==> config.mk <==
export PLATFORM = sky130hd
export DESIGN_NAME = dmem_port_arbiter
export DESIGN_NICKNAME = d
export VERILOG_FILES = /design/src/rtl/dmem_pkg.sv /design/src/rtl/age_counter.sv /design/src/rtl/dmem_port_arbiter.sv
export SDC_FILE = /design/constraint.sdc
export NUM_CORES = 1
export LEC_CHECK = 0
export ABC_AREA = 0
export CELL_PAD_IN_SITES_DETAIL_PLACEMENT = 1
export CELL_PAD_IN_SITES_GLOBAL_PLACEMENT = 2
export CORE_MARGIN = 5
export CORE_UTILIZATION = 40
export CTS_CLUSTER_SIZE = 10
export DETAILED_ROUTE_END_ITERATION = 6
export DONT_BUFFER_PORTS = 1
export PLACE_DENSITY = 0.83
export SLEW_MARGIN = 20
export SYNTH_ARGS = -nofsm -noshare
export SYNTH_HDL_FRONTEND = slang
export SYNTH_HIERARCHICAL = 1
export SYNTH_SLANG_ARGS = --single-unit
==> constraint.sdc <==
create_clock -name clk -period 6.5 [get_ports clk]
set_input_delay 1.95 -clock clk [delete_from_list [all_inputs] [get_ports clk]]
set_output_delay 1.95 -clock clk [all_outputs]
set_load 0.03 [all_outputs]
==> src/rtl/dmem_pkg.sv <==
// rtl/dmem_pkg.sv - shared constants and types for the data-memory port arbiter
// Contents: requester indices, arbiter state encoding, cache-facing widths.
package dmem_pkg;

  localparam int DATAPATH_W    = 8;
  localparam int DCACHE_ADDR_W = 4;

  localparam int REQ_P   = 0;
  localparam int REQ_H   = 1;
  localparam int REQ_D   = 2;
  localparam int NUM_REQ = 3;

  typedef enum logic {
    ST_ARB  = 1'b0,
    ST_LOCK = 1'b1
  } state_e;

endpackage

==> src/rtl/age_counter.sv <==
// rtl/age_counter.sv - saturating wait counter that flags a starved requester
// Ports: clk, rst (async, active-high), inc_i (waited this cycle),
//        clr_i (served or not requesting), urgent_o (count reached MAX_WAIT).
module age_counter #(
  parameter int MAX_WAIT = 4
) (
  input  logic clk,
  input  logic rst,
  input  logic inc_i,
  input  logic clr_i,
  output logic urgent_o
);

  localparam logic [3:0] MAX_CNT = 4'(MAX_WAIT);

  logic [3:0] cnt_q;
  logic [3:0] cnt_d;

  always_comb begin
    cnt_d = cnt_q;
    if (clr_i) begin
      cnt_d = 4'd0;
    end else if (inc_i && (cnt_q != MAX_CNT)) begin
      cnt_d = cnt_q + 4'd1;
    end
  end

  always_ff @(posedge clk or posedge rst) begin
    if (rst) begin
      cnt_q <= 4'd0;
    end else begin
      cnt_q <= cnt_d;
    end
  end

  assign urgent_o = (cnt_q == MAX_CNT);

endmodule

==> src/rtl/dmem_port_arbiter.sv <==
// rtl/dmem_port_arbiter.sv - shares the single dcache port between processor, host and display
// Ports: p_* processor load/store, h_* SPI host (with lock), d_* display reads,
//        *_gnt one-cycle grant pulses, *_rvalid qualify the shared rdata_o,
//        mem_* registered dcache port, mem_rdata combinational dcache data,
//        locked_o high while the host owns the port.
module dmem_port_arbiter
  import dmem_pkg::*;
#(
  parameter int ADDR_W   = DCACHE_ADDR_W,
  parameter int DATA_W   = DATAPATH_W,
  parameter int MAX_WAIT = 4
) (
  input  logic              clk,
  input  logic              rst,
  input  logic              p_req,
  input  logic              p_we,
  input  logic [ADDR_W-1:0] p_addr,
  input  logic [DATA_W-1:0] p_wdata,
  output logic              p_gnt,
  input  logic              h_req,
  input  logic              h_lock,
  input  logic              h_we,
  input  logic [ADDR_W-1:0] h_addr,
  input  logic [DATA_W-1:0] h_wdata,
  output logic              h_gnt,
  input  logic              d_req,
  input  logic [ADDR_W-1:0] d_addr,
  output logic              d_gnt,
  output logic [DATA_W-1:0] rdata_o,
  output logic              p_rvalid,
  output logic              h_rvalid,
  output logic              d_rvalid,
  output logic              mem_en,
  output logic              mem_we,
  output logic [ADDR_W-1:0] mem_addr,
  output logic [DATA_W-1:0] mem_wdata,
  input  logic [DATA_W-1:0] mem_rdata,
  output logic              locked_o
);

  state_e               state_q, state_d;
  logic [NUM_REQ-1:0]   req, elig, gnt_d, gnt_q, rvalid_q;
  logic                 mem_en_q, mem_we_q, mem_we_d;
  logic [ADDR_W-1:0]    mem_addr_q, mem_addr_d;
  logic [DATA_W-1:0]    mem_wdata_q, mem_wdata_d, rdata_q;
  logic                 lock_hold, h_urgent, d_urgent;

  // A request still high during its own grant cycle is the same transaction.
  assign req  = {d_req, h_req, p_req};
  assign elig = req & ~gnt_q;

  // Lock is released in the same cycle h_lock drops; that cycle arbitrates normally.
  assign lock_hold = (state_q == ST_LOCK) && h_lock;

  always_comb begin
    gnt_d = '0;
    if (lock_hold) begin
      gnt_d[REQ_H] = elig[REQ_H];
    end else if (elig[REQ_H] && h_urgent) begin
      gnt_d[REQ_H] = 1'b1;
    end else if (elig[REQ_D] && d_urgent) begin
      gnt_d[REQ_D] = 1'b1;
    end else if (elig[REQ_P]) begin
      gnt_d[REQ_P] = 1'b1;
    end else if (elig[REQ_H]) begin
      gnt_d[REQ_H] = 1'b1;
    end else if (elig[REQ_D]) begin
      gnt_d[REQ_D] = 1'b1;
    end
  end

  always_comb begin
    state_d = ST_ARB;
    if (lock_hold || (gnt_d[REQ_H] && h_lock)) begin
      state_d = ST_LOCK;
    end
  end

  // Idle cycles keep the last address/data on the port.
  always_comb begin
    mem_we_d    = 1'b0;
    mem_addr_d  = mem_addr_q;
    mem_wdata_d = mem_wdata_q;
    if (gnt_d[REQ_P]) begin
      mem_we_d    = p_we;
      mem_addr_d  = p_addr;
      mem_wdata_d = p_wdata;
    end else if (gnt_d[REQ_H]) begin
      mem_we_d    = h_we;
      mem_addr_d  = h_addr;
      mem_wdata_d = h_wdata;
    end else if (gnt_d[REQ_D]) begin
      mem_addr_d  = d_addr;
    end
  end

  always_ff @(posedge clk or posedge rst) begin
    if (rst) begin
      state_q     <= ST_ARB;
      gnt_q       <= '0;
      rvalid_q    <= '0;
      mem_en_q    <= 1'b0;
      mem_we_q    <= 1'b0;
      mem_addr_q  <= '0;
      mem_wdata_q <= '0;
      rdata_q     <= '0;
    end else begin
      state_q     <= state_d;
      gnt_q       <= gnt_d;
      mem_en_q    <= |gnt_d;
      mem_we_q    <= mem_we_d;
      mem_addr_q  <= mem_addr_d;
      mem_wdata_q <= mem_wdata_d;
      rvalid_q    <= gnt_q & {NUM_REQ{~mem_we_q}};
      if (mem_en_q && !mem_we_q) begin
        rdata_q <= mem_rdata;
      end
    end
  end

  age_counter #(.MAX_WAIT(MAX_WAIT)) u_h_age (
    .clk      (clk),
    .rst      (rst),
    .inc_i    (elig[REQ_H] & ~gnt_d[REQ_H]),
    .clr_i    (gnt_d[REQ_H] | ~h_req),
    .urgent_o (h_urgent)
  );

  age_counter #(.MAX_WAIT(MAX_WAIT)) u_d_age (
    .clk      (clk),
    .rst      (rst),
    .inc_i    (elig[REQ_D] & ~gnt_d[REQ_D]),
    .clr_i    (gnt_d[REQ_D] | ~d_req),
    .urgent_o (d_urgent)
  );

  assign p_gnt     = gnt_q[REQ_P];
  assign h_gnt     = gnt_q[REQ_H];
  assign d_gnt     = gnt_q[REQ_D];
  assign p_rvalid  = rvalid_q[REQ_P];
  assign h_rvalid  = rvalid_q[REQ_H];
  assign d_rvalid  = rvalid_q[REQ_D];
  assign rdata_o   = rdata_q;
  assign mem_en    = mem_en_q;
  assign mem_we    = mem_we_q;
  assign mem_addr  = mem_addr_q;
  assign mem_wdata = mem_wdata_q;
  assign locked_o  = (state_q == ST_LOCK);

endmodule
==> metrics, run 1 <==
status=complete, no violations; simple-gate portion of the synthesized area=19.18%; post-route clock period utilization=52.72%; cell type of the slowest stage on the worst timing path=nor2_1; CTS tree=built; post-synthesis adder-cell area fraction=2.618%; filler-free cell count of the finished design=236; fin util=43.15%; main combinational cell family by area after synthesis=compound AO/OA/AOI/OAI gates; Post-Route WL=slightly below 5 mm; share of total power in the clock network=around 29%; wire length of the first global-routing pass=7.845 mm; total power draw=0.0006078 W; DRC Markers=0; average wire length per cell after detail routing=20.43 µm; total of cells resized after clock tree synthesis=0; total leakage power=0.8667 nW; number of DRC markers in iteration 0=43; number of H-tree levels=2; count of distinct cell types in the synthesized netlist=38; transition time at the pin with the least slew margin=0.8593 ns; maximum cell stage delay along the critical path=around 0.35 ns; top cells by area, synth=dfrtp_1, mux2_2, a31oi_1; Worst Path Max Fanout=15; post-synthesis compound-gate area fraction=19.76%; number of enable flip-flop cells after synthesis=0; switch share=35.09%; routability congestion estimate=0.7739; Die Width=79.14 µm; synthesized instance count=183; initial standard-cell utilization of the core=40.75%; worst clock skew on the final layout=just over 0.007 ns; area share of xor/xnor cells in the synthesized design=0%; netlist area before placement=approximately 1900 µm²; share of total power in combinational logic=14.1%; initial antenna violation count=0; total power divided by cell area=300.2 nW/µm²; io pins=73; mux contribution to synthesized area=4.712%; class of the most critical setup path=primary input to flip-flop; asr flop ratio synth=100.0%; P&R area growth vs syn=5.890%; Setup TNS Final=0 ns; arrival time at the worst endpoint=roughly 3.6 ns; area leader, netlist=dfrtp_1; die height=79.14 µm; HPWL after DPL=3.710 mm; Overall Global Routing Usage=15.94%; placed cell count=between 200 and 250; switching power of the nets=~0.00021 W; count of buffers added by post-CTS timing repair for setup=0; Max Freq=291.8 MHz; class of the tightest hold or removal check=flip-flop to flip-flop; kind of start point of the critical path=primary input; count of hold buffers inserted by post-cts repair=0; post-synthesis net count=231; ratio of routed vias to standard cells=approximately 6.0; number of placement rows=25; CP Cell Sequence=nand2b_1 -> a22oi_1 -> nor2_1 -> nor2_1 -> nand4_1 -> or3_1 -> a21oi_1; final-report max-slew violation count=0; number of max-cap violations=0; Die Footprint=6262 µm²; layout filler cell count=529; multi-input combinational cell area=884.6 µm²; final worst path period need=3.427 ns; setup repair after global routing missed its margin=no; overflow left after global routing=0; Layout Nets=between 200 and 250; proportion of synthesized chip area in sequential cells=between 40% and 50%; sort of element at the end of the critical path=flip-flop; mean area per synthesized cell=10.45 µm²; worst voltage drop across the vdd grid=0.1347 mV; number of setup violations in the final report=0; Clock transition at path regs=0.07 ns; antenna viol nets, final=0; Pre-antenna DRT Iters=4; clock tree root driver cell=clkbuf_8; worst-case headroom to the max-slew limit=42.41%; share of power burned in registers=57.0%; Longest Clk Path Bufs=2; CTS sink cnt=37; ANT cells=0; most frequent cell on the critical path=nor2_1; Core Box Area=4692 µm²; largest net degree at the start of global routing=30; total number of vias=1415; fraction of layout instances using a drive strength above 1=17.58%; vias in the first global route=1534; combined flip-flop and latch cell area=925.9 µm²; insertion delay of the later-clocked pin in the worst-skew pair=between 0.2 and 0.3 ns; Required @ worst endpoint=6.71 ns; I/O Buffers=0; Synth top area share=48.43%; clock buffer count from CTS=5; Yosys warning total=6; total of flip-flops plus latches after synthesis=37; total count of hold-check failures in the final report=0; most used flip-flop cell after synthesis=dfrtp_1; internal power of the cells=0.0003946 W
[worst paths after layout]
check	slack, ns	startpoint	endpoint	cells past startpoint
setup / recovery	3.07	h_req	u_d_age/cnt_q[3]	7
hold / removal	0.56	u_d_age/cnt_q[3]	u_d_age/cnt_q[3]	2
setup reg to reg	3.79	u_d_age/cnt_q[0]	u_h_age/cnt_q[3]	10
hold reg to reg	0.56	u_d_age/cnt_q[3]	u_d_age/cnt_q[3]	2
max in group asynchronous	4.49	rst	mem_wdata[7]	1
min in group asynchronous	1.43	rst	u_d_age/cnt_q[0]	1
[worst max-delay path: cells and delay by family]
family          cells  cell delay [ns]
simple gates        5             1.22
compound gates      2             0.46
[flip-flops by register name, indices dropped and copies added (netlist names)]
register,flops
mem_we,1
u_h_age/cnt_q,4
rdata_o,8
rvalid_q,3
mem_en,1
mem_wdata,8
u_d_age/cnt_q,4
mem_addr,4
gnt_q,3
locked_o,1
[stage by stage]
stage	worst slack (ns)	hold WS, ns	area [µm²]
global route	2.902	0.5815	2024
floorplan	3.049	0.5082	1912
detailed placement	2.768	0.5533	1923
finish	3.073	0.5597	2024
CTS	3.087	0.5657	2024
global placement	2.920	0.5217	1923
[cell families after synthesis]
kind of cell / Yosys count
DFF: 37
AOI/OAI and AO/OA: 53
muxes: 8
buffers and inverters: 20
and+or+nand+nor: 61
adders and majority gates: 4
[Yosys cell counts, types with 3 or more instances]
master,instances
a21o_2,4
a21oi_1,8
a2bb2oi_1,4
a31oi_1,12
buf_2,3
buf_6,3
clkbuf_1,3
dfrtp_1,37
ha_1,4
inv_1,8
mux2_2,8
nand2_1,7
nand3_1,14
nand3b_4,3
nor2_1,14
nor2b_1,6
nor3b_1,4
o21ai_0,12
o32ai_1,4
[layout by cell type (no fill, tap or decap), types with 2 or more instances in the layout]
cell,instances
dfrtp_1,37
nor2_1,14
nand3_1,14
o21ai_0,12
a31oi_1,12
mux2_2,8
a21oi_1,8
inv_1,7
nand2_1,7
clkbuf_8,7
nor2b_1,6
nor3b_1,4
a2bb2oi_1,4
o32ai_1,4
a21o_2,4
ha_1,4
nand3b_4,3
inv_2,3
nand2b_1,2
o21ai_1,2
nor3_1,2
nand4_1,2
or3_1,2
[final cells by class]
type	instances	share of cell area, %
clock buffer	7	4.759
timing repair buffer	1	0.3708
sequential	37	45.74
inverter	10	1.854
clock inverter	1	0.2472
tap	54	3.337
multi-input combinational	126	43.70
[power groups by stage]
| stage | sequential (W) | combinational [W] | clock, W |
|---|---|---|---|
| after floorplan | 0.000343 | 0.0000754 | 0 |
| after global placement | 0.000352 | 0.0000821 | 0 |
| after detailed placement | 0.000352 | 0.0000867 | 0 |
| after CTS | 0.000348 | 0.0000874 | 0.000181 |
| after global routing | 0.000351 | 0.0000967 | 0.000193 |
| final | 0.000346 | 0.0000859 | 0.000176 |
[layer usage]
layer  vias to the layer above  GRT usage (%)  part of all wire, %
met5                         -              0                    0
met4                         0          4.124                 0.95
met3                         5          7.029                  8.7
met2                        56          27.19                   50
met1                       699          18.17                   40
li1                        655              -                    -
Power figures use the tool's default switching activity.
==> run 2: changes to the inputs <==
CORE_UTILIZATION = 37   (was 40)
PLACE_DENSITY = 0.78   (was 0.83)
clock period = 3.25 ns   (was 6.5 ns; I/O delays follow)
==> run 2 against run 1 <==
Net effect: sequential power up 100%; setup slack lost 2.5 ns; combinational power is 110% higher; final cell count rose by 7.6%; non-clock buffer count increased by 2; register-to-register slack got worse by 3.2 ns; sequential share of layout area down 0.45 points; critical endpoint is now u_h_age/cnt_q[3].
==> metrics, run 2 (synthesized netlist as in run 1, its figures left out) <==
cell type of the slowest stage on the worst timing path=a221o_1; filler-free cell count of the finished design=between 200 and 300; total count of hold-check failures in the final report=0; P&R area growth vs syn=6.937%; average wire length per cell after detail routing=20.32 µm; fraction of layout instances using a drive strength above 1=18.48%; clock tree root driver cell=clkbuf_8; Worst Path Max Fanout=9; total leakage power=0.8656 nW; worst-case headroom to the max-slew limit=57.03%; layout filler cell count=587; Clock transition at path regs=0.08 ns; final worst path period need=2.702 ns; worst voltage drop across the vdd grid=0.1947 mV; maximum cell stage delay along the critical path=0.48 ns; Layout Nets=231; Die Width=81.88 µm; ANT cells=0; Core Box Area=about 5100 µm²; HPWL after DPL=3.996 mm; io pins=73; ratio of routed vias to standard cells=slightly below 6; Longest Clk Path Bufs=2; die height=between 80 and 90 µm; class of the most critical setup path=flip-flop to flip-flop; critical path depth=10; most common library cell in the layout ignoring fill and taps=dfrtp_1; placed cell count=approximately 250; routability congestion estimate=0.7706; insertion delay of the later-clocked pin in the worst-skew pair=about 0.29 ns; total number of vias=1467; combined flip-flop and latch cell area=between 900 and 1000 µm²; Pre-antenna DRT Iters=4; initial standard-cell utilization of the core=37.67%; worst clock skew on the final layout=0.007230 ns; hold slack=0.4510 ns; status=complete, no violations; post-route clock period utilization=83.14%; setup slack of the critical path after layout=0.5479 ns; Overall Global Routing Usage=15.85%; setup repair after global routing missed its margin=no; vias in the first global route=1579; count of buffers added by post-CTS timing repair for setup=0; kind of start point of the critical path=flip-flop; Max Freq=370.1 MHz; multi-input combinational cell area=884.6 µm²; wire length of the first global-routing pass=8.038 mm; class of the tightest hold or removal check=primary input to asynchronous set/reset pin; r2r endpoint=u_h_age/cnt_q[3]; clock buffer count from CTS=5; I/O Buffers=0; number of placement rows=26; most frequent cell on the critical path=nand3b_4; CP Cell Sequence=inv_1 -> ha_1 -> nand3b_4 -> inv_2 -> nand3b_4 -> a221o_1 -> nor2_1 -> nand4_1 -> or3_1 -> a21oi_1; Die Footprint=6704 µm²; number of H-tree levels=2; count of hold buffers inserted by post-cts repair=0; commonest cells after routing, fill and taps aside=dfrtp_1, nor2_1, nand3_1; CTS tree=built; total of cells resized after clock tree synthesis=0; number of DRC markers in iteration 0=63; total power divided by cell area=roughly 580 nW/µm²; fin util=about two fifths; family of cells with the greatest summed delay on the critical path=simple AND/OR/NAND/NOR gates; CTS sink cnt=37; transition time at the pin with the least slew margin=0.6446 ns; largest net degree at the start of global routing=30; final-report max-slew violation count=0; Setup TNS Final=0 ns; sort of element at the end of the critical path=flip-flop; number of setup violations in the final report=0; antenna viol nets, final=0; Required @ worst endpoint=3.45 ns; pre-CTS WS=0.5683 ns; buffers plus inverters on the worst setup path=2; number of max-cap violations=0; initial antenna violation count=0; DRC Markers=0; overflow left after global routing=0; reg-to-reg setup timing slack=0.55 ns; worst reg-to-reg path cell count=10; Post-Route WL=5.162 mm; arrival time at the worst endpoint=2.91 ns; Reg2Reg Launch Point=u_d_age/cnt_q[0]
run 2: worst max path at each step:
| stage | start | endpoint | slack, ns |
|---|---|---|---|
| 2_1_floorplan | d_req | u_h_age/cnt_q[3] | 0.77 |
| 5_1_grt | u_d_age/cnt_q[0] | u_h_age/cnt_q[3] | 0.34 |
| 6_report | u_d_age/cnt_q[0] | u_h_age/cnt_q[3] | 0.55 |
| 4_1_cts | u_d_age/cnt_q[0] | u_h_age/cnt_q[3] | 0.58 |
| 3_5_place_dp | d_req | u_h_age/cnt_q[3] | 0.57 |
| 3_3_place_gp | d_req | u_h_age/cnt_q[3] | 0.67 |
run 2: through the flow:
step,area (µm²),power (W)
floorplan,1912,0.0008375
global placement,1958,0.0008725
detailed placement,1958,0.0008888
CTS,2044,0.001206
global route,2044,0.001253
finish,2044,0.001188
run 2: layout make-up:
class	count	area share, %
Sequential cell	37	45.29
Multi-Input combinational cell	126	43.27
Tap cell	70	4.284
Clock buffer	5	3.366
Inverter	10	1.836
Timing Repair Buffer	3	1.102
Clock inverter	3	0.8568
run 2: worst reg2reg max path, delay by kind of cell, from the launching register on:
kind	cells	cell delay (ns)
simple gates	5	1.14
compound gates	2	0.64
flops	1	0.41
buf+inv	2	0.24
fa+ha+maj	1	0.20
run 2: layer usage:
layer  wire (µm)  up-vias  GRT usage, %
met5           0        -             0
met2        2586       57         25.61
met1        1971      743         19.14
li1            -      661             -
met3         548        6         6.908
met4          55        0         4.485
run 2: power by group:
group / internal (W) / total [W] / switching [W]
sequential: 0.000521 / 0.000696 / 0.000175
combinational: 0.0000785 / 0.000178 / 0.0000996
clock: 0.000148 / 0.000314 / 0.000166
==> run 3: changes to the inputs <==
CORE_UTILIZATION = 33   (was 37)
PLACE_DENSITY = 0.73   (was 0.78)
clock period = 2.2 ns   (was 3.25 ns; I/O delays follow)
==> run 3 against run 2 <==
Net effect: maximum frequency is 29% higher; register-to-register slack lost 0.44 ns; final area grew 10%; critical path type unchanged; first-iteration DRC count decreased by 46%.
==> metrics, run 3 (synthesized netlist as in run 1, its figures left out) <==
status=complete, no violations; Die Width=86.12 µm; Longest Clk Path Bufs=2; switching power of the nets=~0.00067 W; final worst path period need=2.096 ns; total leakage power=0.9737 nW; total number of vias=1526; worst voltage drop across the vdd grid=0.3659 mV; Die Footprint=7416 µm²; internal power of the cells=0.001248 W; clock buffer count from CTS=5; CTS sink cnt=37; filler-free cell count of the finished design=about 270; post-route clock period utilization=95.26%; ANT cells=0; family of cells with the greatest summed delay on the critical path=simple AND/OR/NAND/NOR gates; transition time at the pin with the least slew margin=slightly below 0.6 ns; metal3 WL=413 µm; share of total power in the clock network=30.2%; clock tree root driver cell=clkbuf_8; wl on met1=2.155 mm; class of the most critical setup path=flip-flop to flip-flop; number of H-tree levels=2; antenna viol nets, final=0; Core Box Area=5574 µm²; switch share=34.81%; overflow left after global routing=0; worst reg-to-reg path cell count=10; worst-case headroom to the max-slew limit=between 60% and 70%; P&R area growth vs syn=18.13%; io pins=73; most common library cell in the layout ignoring fill and taps=dfrtp_1; placed cell count=261; Setup TNS Final=0 ns; HPWL after DPL=4.354 mm; count of hold buffers inserted by post-cts repair=0; final-report max-slew violation count=0; reg-to-reg setup timing slack=about 0.10 ns; ratio of routed vias to standard cells=5.569; vias in the first global route=about 1700; routability congestion estimate=0.7254; buffers plus inverters on the worst setup path=2; Max Freq=477.1 MHz; total power divided by cell area=approximately 850 nW/µm²; number of setup violations in the final report=0; Overall Global Routing Usage=between 15 and 20%; total count of hold-check failures in the final report=0; Layout Nets=250; sort of element at the end of the critical path=flip-flop; CTS tree=built; fin util=about 40%; DRC Markers=0; kind of start point of the critical path=flip-flop; Worst Path Max Fanout=4; Pre-antenna DRT Iters=4; wire length of the first global-routing pass=roughly 8.9 mm; class of the tightest hold or removal check=primary input to asynchronous set/reset pin; average wire length per cell after detail routing=20.25 µm; CP Cell Sequence=inv_1 -> ha_2 -> nand3b_4 -> inv_6 -> nand3b_4 -> a221o_1 -> nor2_4 -> nand4_1 -> or3_1 -> a21oi_1; die height=86.12 µm; maximum cell stage delay along the critical path=0.40 ns; worst clock skew on the final layout=0.009927 ns; number of DRC markers in iteration 0=34; most frequent cell on the critical path=nand3b_4; r2r endpoint=u_h_age/cnt_q[3]; number of max-cap violations=0; DP Area=2068 µm²; cell type of the slowest stage on the worst timing path=dfrtp_1; share of total power in combinational logic=16.8%; setup slack of the critical path after layout=0.1042 ns; Clock transition at path regs=roughly 0.08 ns; number of placement rows=27; initial antenna violation count=0; arrival time at the worst endpoint=2.32 ns; commonest cells after routing, fill and taps aside=dfrtp_1, buf_4, nand3_1; WL met2=~2.9 mm; Required @ worst endpoint=2.42 ns; finished layout cell area=between 2000 and 2500 µm²; fraction of layout instances using a drive strength above 1=29.70%; Reg2Reg Launch Point=u_d_age/cnt_q[1]; initial standard-cell utilization of the core=34.30%; highest metal layer used by the detailed router=met4; largest net degree at the start of global routing=30; share of power burned in registers=53.0%; I/O Buffers=0; Post-Route WL=5.549 mm; pre-CTS WS=0.009970 ns; insertion delay of the later-clocked pin in the worst-skew pair=0.29 ns
-- run 3: cell count changes in the layout (fill, tap and decap cells not counted), sizes merged --
cell,delta
clkinv,-1
clkinvlp,-1
buf,+19
bufinv,+1
-- run 3: worst max-delay path by stage --
stage | from | to | slack [ns] | cells past startpoint
2_1_floorplan | u_d_age/cnt_q[0] | u_h_age/cnt_q[3] | -0.02 | 11
3_5_place_dp | u_d_age/cnt_q[0] | u_h_age/cnt_q[3] | 0.01 | 10
3_3_place_gp | u_d_age/cnt_q[0] | u_h_age/cnt_q[3] | 0.16 | 10
6_report | u_d_age/cnt_q[1] | u_h_age/cnt_q[3] | 0.10 | 10
4_1_cts | u_h_age/cnt_q[0] | u_d_age/cnt_q[3] | 0.008 | 11
5_1_grt | u_h_age/cnt_q[1] | u_d_age/cnt_q[3] | -0.02 | 11
-- run 3: area by class of cell --
class	count	area, µm²
Clock buffer	5	68.82
Clock inverter	2	35.03
Fill cell	616	3316
Inverter	10	42.54
Multi-Input combinational cell	126	927.1
Sequential cell	37	925.9
Tap cell	72	90.09
Timing Repair Buffer	22	168.9
-- run 3: power by group through the flow --
stage / Clock [W] / Sequential [W] / Combinational, W
final: 0.000579 / 0.00101 / 0.000321
after global routing: 0.000621 / 0.00103 / 0.000361
after floorplan: 0 / 0.00101 / 0.000227
after CTS: 0.000592 / 0.00102 / 0.000315
after detailed placement: 0 / 0.00103 / 0.000315
after global placement: 0 / 0.00103 / 0.000294
-- run 3: worst register-to-register path: cells and delay by family, from the launching register on --
family          cells  cell delay, ns
simple gates        5            0.75
compound gates      2            0.50
flops               1            0.40
buf+inv             2            0.18
fa+ha+maj           1            0.20
-- run 3: stage by stage --
step	hold WS (ns)	power (W)
finish	0.1322	0.001914
global route	0.1366	0.002009
CTS	0.1295	0.001926
detailed placement	0.4485	0.001346
global placement	0.4409	0.001321
floorplan	0.4261	0.001241
-- run 3: metal layers --
layer	GRT usage (%)	up-vias
li1	-	697
met1	16.39	775
met2	28.38	47
met3	6.148	7
met4	4.460	0
met5	0	-
-- run 3: repair_timing --
item / in CTS / in global routing
gates resized for setup: 0 / 11
endpoints found under the setup margin: 0 / 17
buffers inserted: 0 / 6
